<file path="config.mk">
export PLATFORM = sky130hd
export DESIGN_NAME = serial_full_subtractor
export DESIGN_NICKNAME = d
export VERILOG_FILES = /design/src/rtl/serial_full_subtractor.sv
export SDC_FILE = /design/constraint.sdc
export NUM_CORES = 1
export LEC_CHECK = 0
export CAP_MARGIN = 20
export CORE_ASPECT_RATIO = 1.75
export CORE_MARGIN = 1
export CORE_UTILIZATION = 55
export CTS_CLUSTER_SIZE = 20
export DETAILED_ROUTE_END_ITERATION = 8
export HOLD_SLACK_MARGIN = 0.12
export PLACE_DENSITY_LB_ADDON = 0.2
export SLEW_MARGIN = 20
export SYNTH_ARGS = -nofsm -noshare
export SYNTH_HDL_FRONTEND = slang
export SYNTH_SLANG_ARGS = --single-unit
</file>
<file path="constraint.sdc">
create_clock -name clk -period 3.2 [get_ports clk]
set_clock_uncertainty 0.2 [all_clocks]
set_input_delay 0.64 -clock clk [delete_from_list [all_inputs] [get_ports clk]]
set_output_delay 0.64 -clock clk [all_outputs]
set_load 0.01 [all_outputs]
</file>
<file path="src/rtl/serial_full_subtractor.sv">
// serial_full_subtractor: bit-serial A - B - Bin, LSB first, through one full-subtractor cell.
// Optional feature macro SERIAL_SUB_OVF_EN adds the registered signed-overflow output ovf.
`timescale 1ns/1ps
module serial_full_subtractor #(
    parameter int unsigned WIDTH = 8
) (
    input  logic             clk,
    input  logic             rst_n,
    input  logic             start,
    input  logic [WIDTH-1:0] a,
    input  logic [WIDTH-1:0] b,
    input  logic             bin,
    output logic             busy,
    output logic             done,
    output logic [WIDTH-1:0] diff,
    output logic             bout
`ifdef SERIAL_SUB_OVF_EN
    ,
    output logic             ovf
`endif
);

    localparam int unsigned      CNT_W    = (WIDTH > 1) ? $clog2(WIDTH) : 1;
    localparam logic [CNT_W-1:0] CNT_LAST = CNT_W'(WIDTH - 1);

    typedef enum logic [1:0] {
        IDLE  = 2'd0,
        SHIFT = 2'd1,
        DONE  = 2'd2
    } state_t;

    state_t           state_q, state_d;
    logic [CNT_W-1:0] cnt_q, cnt_d;
    logic [WIDTH-1:0] a_sr_q, a_sr_d;
    logic [WIDTH-1:0] b_sr_q, b_sr_d;
    logic [WIDTH-2:0] res_sr_q, res_sr_d;
    logic             r_q, r_d;
    logic [WIDTH-1:0] diff_q, diff_d;
    logic             bout_q, bout_d;
`ifdef SERIAL_SUB_OVF_EN
    logic             ovf_q, ovf_d;
`endif

    logic             x;
    logic             y;
    logic             d;
    logic             r_next;
    logic [WIDTH-1:0] res_full;

    // Full-subtractor cell; res_full is the result register after this bit lands in the MSB.
    always_comb begin
        x        = a_sr_q[0];
        y        = b_sr_q[0];
        d        = x ^ y ^ r_q;
        r_next   = (~x & y) | (~(x ^ y) & r_q);
        res_full = {d, res_sr_q};
    end

    always_comb begin
        state_d  = state_q;
        cnt_d    = cnt_q;
        a_sr_d   = a_sr_q;
        b_sr_d   = b_sr_q;
        res_sr_d = res_sr_q;
        r_d      = r_q;
        diff_d   = diff_q;
        bout_d   = bout_q;
`ifdef SERIAL_SUB_OVF_EN
        ovf_d    = ovf_q;
`endif
        unique case (state_q)
            IDLE: begin
                if (start) begin
                    a_sr_d   = a;
                    b_sr_d   = b;
                    r_d      = bin;
                    cnt_d    = '0;
                    res_sr_d = '0;
                    state_d  = SHIFT;
                end
            end
            SHIFT: begin
                a_sr_d   = a_sr_q >> 1;
                b_sr_d   = b_sr_q >> 1;
                r_d      = r_next;
                res_sr_d = res_full[WIDTH-1:1];
                cnt_d    = cnt_q + CNT_W'(1);
                // Outputs only update on the last bit so they hold across the next operation.
                if (cnt_q == CNT_LAST) begin
                    diff_d  = res_full;
                    bout_d  = r_next;
`ifdef SERIAL_SUB_OVF_EN
                    ovf_d   = r_q ^ r_next;
`endif
                    state_d = DONE;
                end
            end
            DONE: begin
                state_d = IDLE;
            end
            default: begin
                state_d = IDLE;
            end
        endcase
    end

    always_ff @(posedge clk or negedge rst_n) begin
        if (!rst_n) begin
            state_q  <= IDLE;
            cnt_q    <= '0;
            a_sr_q   <= '0;
            b_sr_q   <= '0;
            res_sr_q <= '0;
            r_q      <= 1'b0;
            diff_q   <= '0;
            bout_q   <= 1'b0;
`ifdef SERIAL_SUB_OVF_EN
            ovf_q    <= 1'b0;
`endif
        end else begin
            state_q  <= state_d;
            cnt_q    <= cnt_d;
            a_sr_q   <= a_sr_d;
            b_sr_q   <= b_sr_d;
            res_sr_q <= res_sr_d;
            r_q      <= r_d;
            diff_q   <= diff_d;
            bout_q   <= bout_d;
`ifdef SERIAL_SUB_OVF_EN
            ovf_q    <= ovf_d;
`endif
        end
    end

    assign busy = (state_q != IDLE);
    assign done = (state_q == DONE);
    assign diff = diff_q;
    assign bout = bout_q;
`ifdef SERIAL_SUB_OVF_EN
    assign ovf  = ovf_q;
`endif

endmodule

</file>
==> impl_metrics.tcl <==
set metrics [dict create \
    p_per_area_mw_per_mm2 933 \
    die-area_mm2 0.00334 \
    finalMaxSlewViolations 0 \
    num_antenna_cells 0 \
    rows 26 \
    cts_setup_buffers 0 \
    die_h_um 75.7 \
    route.detailed.drc 0 \
    place_congestion 0.790 \
    core-area_mm2 0.00293 \
    relSlewSlack_pct 51.2 \
    crit_type "reg -> out" \
    synthFlopType "dfrtp_1" \
    period_needed_ns 2.65 \
    hp-class "reg -> reg" \
    first_pass_iters 6 \
    synthCells 152 \
    mappedNetlistNets 175 \
    drtIter0Drc 21 \
    cts_tree "yes" \
    ys_seq_area_share_pct 55.7 \
    cts_hold_buf 0 \
    io_pins 31 \
    achievable-frequency_mhz 377 \
    wirelength_um 3550 \
    detail-route-antenna-nets 0 \
    grt_use_total_pct 25.4 \
    period_share_pct 82.9 \
    place_area_mm2 0.00198 \
    crit_fanout 15 \
    grt_max_degree 39 \
    synth-edff-count 0 \
    synth-seq-cells 38 \
    grt_pass1_vias 1376 \
    grt_setup_unrepaired "false" \
    cellLeakagePower_nw 0.882 \
    final-setup-viol-count 0 \
    synth_area_mm2 0.00171 \
    grt_overflow 0 \
    finish.utilization_pct 70.9 \
    outcome "complete, no violations" \
    worstMarginPinSlew_ns 0.731 \
    async_flop_share_pct 100 \
    numClockSinks 38 \
    grt_pass1_wl_um 6080 \
    yosys_warnings 0 \
    port_buffers 30 \
    wl_per_cell_um 17.0 \
    finalHoldViolations 0 \
    peakVddDrop_mv 0.577 \
    cap_viol_max_count 0 \
    required_ns 2.36 \
    finalSetupTns_ns 0 \
    numCtsBuffers 5 \
    cts_max_level 2 \
    avgSynthCellArea_um2 11.2 \
    vias_per_cell 6.21 \
    layout-drive-gt1-share_pct 12.8 \
    die_w_um 44.1 \
    initial_core_util_pct 58.3 \
    cts_buffer_depth 2 \
    finalNetCount 202 \
    critPathCaptureType "output port" \
    start_kind "flip-flop" \
    cts_resized 0 \
    stdcell_area_mm2 0.00207 \
    path_clk_slew_ns 0.07 \
    yosysUniqueCellTypes 26 \
    antenna_found_initial 0 \
    clock_latency_ns 0.29 \
    clock-root-buffer "clkbuf_8" \
    arrival_ns 1.81 \
    nFillCells 222 \
    dr_total_vias 1291 \
    area_growth_pct 21.6 \
    dp_hpwl_um 2450 \
]
[placed cells by master, fill, tap and decap left out, types with 3 or more instances in the layout]
master,n
a22o_1,9
o22ai_1,14
nand2_1,4
nor3_1,33
o32ai_1,3
mux2_2,8
nor2_1,5
o21ai_0,6
buf_4,3
clkbuf_8,6
inv_1,4
clkdlybuf4s50_1,30
dfrtp_1,38
[synthesized netlist by cell type, drive strengths merged, types with 3 or more instances]
library cell,n,area (µm²)
mux2,8,90.1
nor2,5,18.8
o32ai,3,26.3
nand2,4,15.0
inv,4,15.0
o21ai,6,30.0
o22ai,14,87.6
nor3,33,165
dfrtp,38,951
a22o,9,78.8
buf,12,76.3
[where the power goes]
part	internal [mW]	switching, mW	total, mW
Combinational	0.384	0.336	0.720
Clock	0.174	0.164	0.337
Sequential	0.696	0.183	0.879
Total	1.25	0.682	1.94
[cells by family after synthesis]
| family | synth area share, % |
|---|---|
| compound gates | 14.7 |
| fa+ha+maj | 2.64 |
| buf+inv | 5.64 |
| flops | 55.7 |
| mux | 5.28 |
| simple gates | 16.0 |
[flip-flops by register name, indices dropped and copies added (netlist names)]
name and cells:
a_sr_q 8, b_sr_q 8, bout 1, cnt_q 3
diff 8, r_q 1, res_sr_q 7, state_q 2
[critical path, stage by stage (launching register included)]
cell and delay [ns]:
dfrtp_1 0.53, inv_1 0.30, nor2_1 0.16, clkdlybuf4s50_1 0.54
[through the flow]
| stage | setup WS, ns | hold slack, ns | instances | power, mW |
|---|---|---|---|---|
| finish | 0.546 | 0.287 | 208 | 1.94 |
| global route | 0.417 | 0.339 | 208 | 2.08 |
| CTS | 0.543 | 0.295 | 208 | 1.95 |
| detailed placement | 0.779 | 0.279 | 200 | 1.60 |
| global placement | 0.794 | 0.271 | 200 | 1.56 |
| floorplan | 1.35 | 0.144 | 152 | 1.35 |
[path summary, 6_finish.rpt]
kind	end	cells after the start	slack, ns	start
min	bout	2	0.29	bout
max	done	3	0.55	state_q[1]
min in group asynchronous	state_q[0]	2	0.56	rst_n
max in group asynchronous	diff[5]	2	1.89	rst_n
min reg2reg	bout	2	0.29	bout
max reg2reg	res_sr_q[4]	3	0.95	state_q[0]
[area by class of cell]
type / instances / area, µm² / share of cell area, %
clock inverters: 1 / 5.00 / 0.241
multi-input cells: 97 / 659 / 31.8
inverters: 4 / 15.0 / 0.724
repair buffers: 33 / 323 / 15.6
clock buffers: 7 / 86.3 / 4.16
well taps: 28 / 35.0 / 1.69
flip-flops and latches: 38 / 951 / 45.8
[layer usage]
layer	wire, µm	global-route usage, %	up-vias
met4	146	15.5	0
li1	-	-	611
met3	166	5.69	13
met5	0	0	-
met2	1810	43.1	36
met1	1420	28.6	631
Note: power is estimated with default switching activity, not from simulation.
